[config.mk]
export PLATFORM = sky130hd
export DESIGN_NAME = sb_cfg_loader_flat
export DESIGN_NICKNAME = d
export VERILOG_FILES = /design/src/rtl/sb_cfg_loader_if.sv /design/src/rtl/sb_cfg_loader.sv /design/src/flat_wrapper.sv
export SDC_FILE = /design/constraint.sdc
export NUM_CORES = 1
export LEC_CHECK = 0
export CAP_MARGIN = 15
export CORE_ASPECT_RATIO = 1.1
export CORE_MARGIN = 2
export CORE_UTILIZATION = 35
export CTS_CLUSTER_SIZE = 24
export DETAILED_ROUTE_END_ITERATION = 7
export PLACE_DENSITY = 0.59
export SYNTH_ARGS = -nofsm -noshare
export SYNTH_HDL_FRONTEND = slang
export SYNTH_SLANG_ARGS = --single-unit
[constraint.sdc]
create_clock -name clk -period 6.8 [get_ports clk]
set_clock_uncertainty 0.15 [all_clocks]
set_input_delay 0.68 -clock clk [delete_from_list [all_inputs] [get_ports clk]]
set_output_delay 0.68 -clock clk [all_outputs]
set_load 0.01 [all_outputs]
[src/rtl/sb_cfg_loader_if.sv]
// Configuration byte-stream bundle for a switchbox loader tile: upstream byte
// channel, downstream daisy-chain channel and the commit pulse in/out.
interface sb_cfg_loader_if;
  logic       cfg_in_valid;
  logic [7:0] cfg_in_data;
  logic       cfg_in_ready;
  logic       cfg_commit;
  logic       cfg_out_valid;
  logic [7:0] cfg_out_data;
  logic       cfg_out_ready;
  logic       cfg_commit_out;

  modport master (
    output cfg_in_valid, cfg_in_data, cfg_commit, cfg_out_ready,
    input  cfg_in_ready, cfg_out_valid, cfg_out_data, cfg_commit_out
  );

  modport slave (
    input  cfg_in_valid, cfg_in_data, cfg_commit, cfg_out_ready,
    output cfg_in_ready, cfg_out_valid, cfg_out_data, cfg_commit_out
  );
endinterface

[src/rtl/sb_cfg_loader.sv]
// Configuration loader for one Wilton switchbox tile: fills a shadow route_sel
// array from a byte stream, forwards surplus bytes downstream, commits atomically.
module sb_cfg_loader #(
  parameter int WIDTH = 8
) (
  input  logic                       clk,
  input  logic                       rst,
  sb_cfg_loader_if.slave             cfg,
  output logic [WIDTH-1:0][3:0][1:0] route_sel_o,
  output logic                       cfg_done_o,
  output logic                       cfg_err_o
);
  localparam int CW = $clog2(WIDTH + 1);
  localparam logic [CW-1:0] LAST_IDX = CW'(WIDTH - 1);
  localparam logic [CW-1:0] FULL_CNT = CW'(WIDTH);

  // COMMIT is the single cycle in which cfg_commit_out is high and the check lands.
  typedef enum logic [1:0] {
    ST_LOAD   = 2'd0,
    ST_PASS   = 2'd1,
    ST_DRAIN  = 2'd2,
    ST_COMMIT = 2'd3
  } state_e;

  state_e                      state_q;
  state_e                      state_d;
  state_e                      drain_tgt_s;
  logic [WIDTH-1:0][7:0]       shadow_q;
  logic [CW-1:0]               count_q;
  logic                        done_q;
  logic                        err_q;
  logic                        out_valid_q;
  logic                        out_valid_d;
  logic [7:0]                  out_data_q;
  logic                        commit_out_q;
  logic [WIDTH-1:0][3:0][1:0]  route_q;
  logic                        in_ready_s;
  logic                        accept_s;
  logic                        load_acc_s;
  logic                        pass_acc_s;
  logic                        legal_s;

  // A wire is legal when at most one of its four direction entries drives it.
  function automatic logic wire_legal(input logic [7:0] b);
    logic [2:0] n;
    n = 3'd0;
    for (int d = 0; d < 4; d++) begin
      if (b[2*d +: 2] != 2'b11) begin
        n = n + 3'd1;
      end
    end
    return (n <= 3'd1);
  endfunction

  function automatic logic shadow_legal(input logic [WIDTH-1:0][7:0] sh);
    logic ok;
    ok = 1'b1;
    for (int w = 0; w < WIDTH; w++) begin
      ok = ok & wire_legal(sh[w]);
    end
    return ok;
  endfunction

  assign accept_s   = cfg.cfg_in_valid & in_ready_s;
  assign load_acc_s = accept_s & (state_q == ST_LOAD);
  assign pass_acc_s = accept_s & (state_q == ST_PASS);
  assign legal_s    = shadow_legal(shadow_q);

  // State register
  always_ff @(posedge clk) begin
    if (rst) begin
      state_q <= ST_LOAD;
    end else begin
      state_q <= state_d;
    end
  end

  // Next-state logic; a commit skips DRAIN when the output register empties this cycle
  always_comb begin
    state_d     = state_q;
    drain_tgt_s = out_valid_d ? ST_DRAIN : ST_COMMIT;
    case (state_q)
      ST_LOAD: begin
        if (cfg.cfg_commit) begin
          state_d = drain_tgt_s;
        end else if (load_acc_s && (count_q == LAST_IDX)) begin
          state_d = ST_PASS;
        end else begin
          state_d = ST_LOAD;
        end
      end
      ST_PASS: begin
        if (cfg.cfg_commit) begin
          state_d = drain_tgt_s;
        end else begin
          state_d = ST_PASS;
        end
      end
      ST_DRAIN: begin
        if (!out_valid_d) begin
          state_d = ST_COMMIT;
        end else begin
          state_d = ST_DRAIN;
        end
      end
      ST_COMMIT: state_d = ST_LOAD;
      default:   state_d = ST_LOAD;
    endcase
  end

  // Output logic: input handshake, commit always wins over a byte
  always_comb begin
    in_ready_s = 1'b0;
    case (state_q)
      ST_LOAD: in_ready_s = ~cfg.cfg_commit;
      ST_PASS: in_ready_s = ~cfg.cfg_commit & (~out_valid_q | cfg.cfg_out_ready);
      default: in_ready_s = 1'b0;
    endcase
  end

  // Forwarding register occupancy: fill on accept in PASS, empty on downstream ready
  always_comb begin
    out_valid_d = out_valid_q;
    if (pass_acc_s) begin
      out_valid_d = 1'b1;
    end else if (cfg.cfg_out_ready) begin
      out_valid_d = 1'b0;
    end else begin
      out_valid_d = out_valid_q;
    end
  end

  // Shadow fill, forwarding data, commit pulse and checked commit update
  always_ff @(posedge clk) begin
    if (rst) begin
      shadow_q     <= '1;
      count_q      <= '0;
      done_q       <= 1'b0;
      err_q        <= 1'b0;
      out_valid_q  <= 1'b0;
      out_data_q   <= 8'h00;
      commit_out_q <= 1'b0;
      route_q      <= '1;
    end else begin
      out_valid_q  <= out_valid_d;
      commit_out_q <= (state_d == ST_COMMIT);
      if (pass_acc_s) begin
        out_data_q <= cfg.cfg_in_data;
      end
      if (load_acc_s) begin
        for (int w = 0; w < WIDTH; w++) begin
          if (count_q == CW'(w)) begin
            shadow_q[w] <= cfg.cfg_in_data;
          end
        end
        count_q <= count_q + CW'(1);
        if (count_q == LAST_IDX) begin
          done_q <= 1'b1;
        end
      end
      // An incomplete load is rejected exactly like an illegal one
      if (state_q == ST_COMMIT) begin
        count_q <= '0;
        done_q  <= 1'b0;
        if ((count_q == FULL_CNT) && legal_s) begin
          route_q <= shadow_q;
        end else begin
          err_q <= 1'b1;
        end
      end
    end
  end

  assign cfg.cfg_in_ready   = in_ready_s;
  assign cfg.cfg_out_valid  = out_valid_q;
  assign cfg.cfg_out_data   = out_data_q;
  assign cfg.cfg_commit_out = commit_out_q;
  assign route_sel_o        = route_q;
  assign cfg_done_o         = done_q;
  assign cfg_err_o          = err_q;
endmodule
[src/flat_wrapper.sv]
// flat-port wrapper written by rule: the top's interface ports become plain ports
module sb_cfg_loader_flat 
#(
  parameter int WIDTH = 8
)
  (clk, rst, route_sel_o, cfg_done_o, cfg_err_o, cfg_cfg_in_valid, cfg_cfg_in_data, cfg_cfg_commit, cfg_cfg_out_ready, cfg_cfg_in_ready, cfg_cfg_out_valid, cfg_cfg_out_data, cfg_cfg_commit_out);
  sb_cfg_loader_if cfg_i ();
  input  logic clk;
  input  logic rst;
  output logic [WIDTH-1:0][3:0][1:0] route_sel_o;
  output logic cfg_done_o;
  output logic cfg_err_o;
  input wire logic [$bits(cfg_i.cfg_in_valid)-1:0] cfg_cfg_in_valid;
  input wire logic [$bits(cfg_i.cfg_in_data)-1:0] cfg_cfg_in_data;
  input wire logic [$bits(cfg_i.cfg_commit)-1:0] cfg_cfg_commit;
  input wire logic [$bits(cfg_i.cfg_out_ready)-1:0] cfg_cfg_out_ready;
  output wire logic [$bits(cfg_i.cfg_in_ready)-1:0] cfg_cfg_in_ready;
  output wire logic [$bits(cfg_i.cfg_out_valid)-1:0] cfg_cfg_out_valid;
  output wire logic [$bits(cfg_i.cfg_out_data)-1:0] cfg_cfg_out_data;
  output wire logic [$bits(cfg_i.cfg_commit_out)-1:0] cfg_cfg_commit_out;
  assign cfg_i.cfg_in_valid = cfg_cfg_in_valid;
  assign cfg_i.cfg_in_data = cfg_cfg_in_data;
  assign cfg_i.cfg_commit = cfg_cfg_commit;
  assign cfg_i.cfg_out_ready = cfg_cfg_out_ready;
  assign cfg_cfg_in_ready = cfg_i.cfg_in_ready;
  assign cfg_cfg_out_valid = cfg_i.cfg_out_valid;
  assign cfg_cfg_out_data = cfg_i.cfg_out_data;
  assign cfg_cfg_commit_out = cfg_i.cfg_commit_out;
  sb_cfg_loader #(.WIDTH(WIDTH)) u_core (.clk(clk), .rst(rst), .cfg(cfg_i), .route_sel_o(route_sel_o), .cfg_done_o(cfg_done_o), .cfg_err_o(cfg_err_o));
endmodule
==> results.txt <==
Hold-fix buffers at CTS -> 0
Final Core Density -> 43.86%
Worst EP required -> 7.00 ns
Part of the Yosys area used for sequential elements -> 43.00%
Post-synth top area share -> 43.00%
Switching power -> 0.4196 mW
Data arrival time of the worst path -> 4.12 ns
Gr usage total -> 16.33%
DR vias/cell -> 4.965
Fillers -> 1,886
Wire length after detailed routing -> 16.33 mm
Wirelength per Cell -> 15.25 microns
Number of antenna violations at the first check in global routing -> 0
Share of power burned in the clock network -> 50.6%
Global placement routability congestion -> 0.8100
Global-route wire length before repair -> 26.20 mm
Cell types occupying the most area after synthesis -> sky130_fd_sc_hd__dfxtp_1, sky130_fd_sc_hd__mux2i_1, sky130_fd_sc_hd__nor2_1
Destination of the worst hold path -> u_core.cfg_err_o
I/O pin count -> 90
Number of buffers inserted during clock tree synthesis -> 17
Final worst-path cycle share -> 57.67%
Post-synth EDFFs -> 0
Largest net degree at the start of global routing -> 125
Source of the worst register-to-register timing path -> u_core.shadow_q[25]
Cell depth of the worst hold path -> 1
Cell area after placement -> 0.007756 sq mm
Setup Viol. Count Final -> 0
Post-CTS Resized -> 0
TritonCTS sink count -> 146
Maximum clock rate -> 255.0 MHz
Area Growth Syn to Fin -> 23.23%
Register clock-pin slew on the reported worst setup and hold paths -> 0.06 ns
# diodes -> 0
Power consumption -> 1.949 mW
Syn Area/Cell -> 9.149 sq um
Number of distinct library cells after synthesis -> 46
Cell area after synthesis -> 0.006798 sq mm
Worst reg2reg path depth -> 11
Chip width -> 136.9 microns
Sequential share of power -> 44.7%
Layout cells sized above 1 -> 5.583%
Worst slew margin relative to its limit -> 35.48%
Static leakage power -> 3.498 nW
HP Start -> u_core.cfg_err_o
Design internal power -> 1.529 mW
Power Dens Cells -> 232.7 mW/mm^2
1st-iter DRT viols -> 335
Setup slack of the most critical reg-to-reg path -> 2.88 ns
Crit Path Max Fanout -> 38
First-pass DRT Iterations -> 4
Buffers added on ports -> 89
Minimum clock period after layout -> 3.921 ns
Post-DRT Antenna Nets -> 0
Top post-synthesis cells by count -> sky130_fd_sc_hd__nor2_1, sky130_fd_sc_hd__dfxtp_1, sky130_fd_sc_hd__mux2i_1
Buffer type at the clock tree root -> sky130_fd_sc_hd__clkbuf_16
Nets in the synthesized netlist -> 784
Total number of nets in the final design -> 853
Number of endpoints with negative hold slack in the final report -> 0
Final standard cell count with taps included and fillers excluded -> 1,071
Maximum level of the CTS H-tree -> 4
Crit Path Class -> flip-flop to flip-flop
Post-synth top area cell -> sky130_fd_sc_hd__dfxtp_1
Post-detail-place hpwl -> 10.62 mm
Deepest clock path buffer count -> 2
CP endpoint kind -> flip-flop
Max cap viols -> 0
Number of max-slew violations in the final report -> 0
Design area -> 0.008377 sq mm
Synth Register Bits -> 146
Skew-Pair Late Insertion Delay -> 0.42 ns
Endpoint of the lowest-slack register-to-register path -> u_core.route_sel_o[63]
Setup TNS -> 0 ns
Synthesized netlist cell count -> 743
Overall overflow remaining after global route -> 0
Warning count from the yosys run -> 0
Net Sw Frac -> 21.53%
Status -> finished clean
Area of the placeable core -> 0.01910 sq mm
Via Count -> 5,318
Top FF cell, synth -> sky130_fd_sc_hd__dfxtp_1
Dpl cells -> 1,040
DIE HEIGHT -> 150.2 microns
IR Drop Worst-Case VDD -> 0.1761 mV
Least-Margin Pin Slew -> 0.9668 ns
Portion of total power attributed to combinational logic -> 4.7%
Class of the most critical hold timing path -> flip-flop to flip-flop
Via count of the first global-routing pass -> 5,068
Post-CTS setup repair buffer count -> 0
CTS tree -> yes
Most numerous cell in the Yosys netlist -> sky130_fd_sc_hd__nor2_1
Fraction of synthesis flops using an asynchronous set or reset pin -> 0%
Floorplan row count -> 53
Initial Utilization -> 35.59%
DIE AREA -> 0.02055 sq mm
Kind of start point of the critical path -> flip-flop
Remaining routing DRC violations -> 0
Setup repair after global routing missed its margin -> false
[final cells by class]
class | instances | area, sq um | area share (%)
tap | 247 | 309.0 | 3.689
timing repair buffer | 92 | 914.6 | 10.92
clock buffer | 23 | 467.9 | 5.586
sequential | 146 | 2923 | 34.89
inverter | 21 | 78.83 | 0.9410
multi-input combinational | 534 | 3531 | 42.15
clock inverter | 8 | 152.6 | 1.822
[sequential cells by signal, summed over array words and instances (netlist names)]
register and flops:
u_core.cfg_err_o 1, u_core.cfg_done_o 1, u_core.shadow_q 64, u_core.count_q 4, u_core.cfg.cfg_out_data 8, u_core.cfg.cfg_commit_out 1
u_core.cfg.cfg_out_valid 1, u_core.state_q 2, u_core.route_sel_o 64
[through the flow]
step	hold WS [ns]	setup WS, ns
2_1_floorplan	0.3005	3.853
3_3_place_gp	0.3126	2.851
3_5_place_dp	0.3234	2.820
4_1_cts	0.3379	2.772
5_1_grt	0.3543	2.481
6_report	0.3352	2.879
[kinds of logic after synthesis]
| logic type | share of synthesized area, % |
|---|---|
| AO/OA/AOI/OAI | 11.78 |
| XOR/XNOR | 1.675 |
| adder cells (fa/ha/maj) | 5.154 |
| buffers and inverters | 5.209 |
| flip-flops | 43.00 |
| multiplexers | 11.04 |
| AND/OR/NAND/NOR | 22.14 |
[power groups by stage]
stage	logic (mW)	clock network [mW]	registers, mW
2_1_floorplan	0.0557	0	0.889
3_3_place_gp	0.0926	0	0.889
3_5_place_dp	0.0925	0	0.889
4_1_cts	0.0929	1.01	0.870
5_1_grt	0.102	1.04	0.871
6_report	0.0919	0.986	0.870
[routing by layer]
metal / part of all wire (%) / vias to the layer above / track usage [%]
met5: 0 / - / 0
met1: 49 / 2475 / 22.70
met3: 5.0 / 19 / 3.838
met2: 45 / 106 / 24.93
met4: 1.2 / 0 / 5.361
li1: - / 2718 / -
[worst max-delay path, cell delays in order, from the launching register on]
cell                        delay [ns]
sky130_fd_sc_hd__dfxtp_1          0.37
sky130_fd_sc_hd__nand2_1          0.09
sky130_fd_sc_hd__ha_1             0.34
sky130_fd_sc_hd__xor2_1           0.17
sky130_fd_sc_hd__ha_1             0.28
sky130_fd_sc_hd__a21boi_1         0.14
sky130_fd_sc_hd__nor4_2           0.27
sky130_fd_sc_hd__o2111ai_1        0.15
sky130_fd_sc_hd__nor4_2           0.32
sky130_fd_sc_hd__and4b_4          0.77
sky130_fd_sc_hd__buf_4            0.53
sky130_fd_sc_hd__mux2i_1          0.24
[worst max-delay path by stage]
stage / start / endpoint / cells past startpoint
5_1_grt: u_core.shadow_q[25] / u_core.route_sel_o[61] / 11
2_1_floorplan: u_core.shadow_q[1] / u_core.route_sel_o[0] / 12
3_5_place_dp: u_core.shadow_q[1] / u_core.route_sel_o[61] / 11
4_1_cts: u_core.shadow_q[25] / u_core.route_sel_o[63] / 11
3_3_place_gp: u_core.shadow_q[1] / u_core.route_sel_o[48] / 11
6_report: u_core.shadow_q[25] / u_core.route_sel_o[63] / 11
[placed cells by master, fill, tap and decap left out, types with 3 or more instances in the layout]
master,n
sky130_fd_sc_hd__nor2_1,149
sky130_fd_sc_hd__dfxtp_1,146
sky130_fd_sc_hd__clkdlybuf4s50_1,88
sky130_fd_sc_hd__mux2i_1,75
sky130_fd_sc_hd__nand2_1,65
sky130_fd_sc_hd__a211o_1,58
sky130_fd_sc_hd__and3_1,56
sky130_fd_sc_hd__ha_1,28
sky130_fd_sc_hd__inv_1,21
sky130_fd_sc_hd__clkbuf_16,17
sky130_fd_sc_hd__a21oi_1,14
sky130_fd_sc_hd__xor2_1,10
sky130_fd_sc_hd__nand3b_1,8
sky130_fd_sc_hd__nand3_1,8
sky130_fd_sc_hd__and2_1,5
sky130_fd_sc_hd__and3b_1,4
sky130_fd_sc_hd__a21boi_0,4
sky130_fd_sc_hd__nand2_2,4
sky130_fd_sc_hd__a211oi_1,4
sky130_fd_sc_hd__bufinv_16,4
sky130_fd_sc_hd__clkbuf_1,4
sky130_fd_sc_hd__xnor2_1,3
sky130_fd_sc_hd__nand4_1,3
sky130_fd_sc_hd__o21a_1,3
sky130_fd_sc_hd__nor4_2,3
sky130_fd_sc_hd__a21boi_1,3
sky130_fd_sc_hd__buf_4,3
Power figures use the tool's default switching activity.
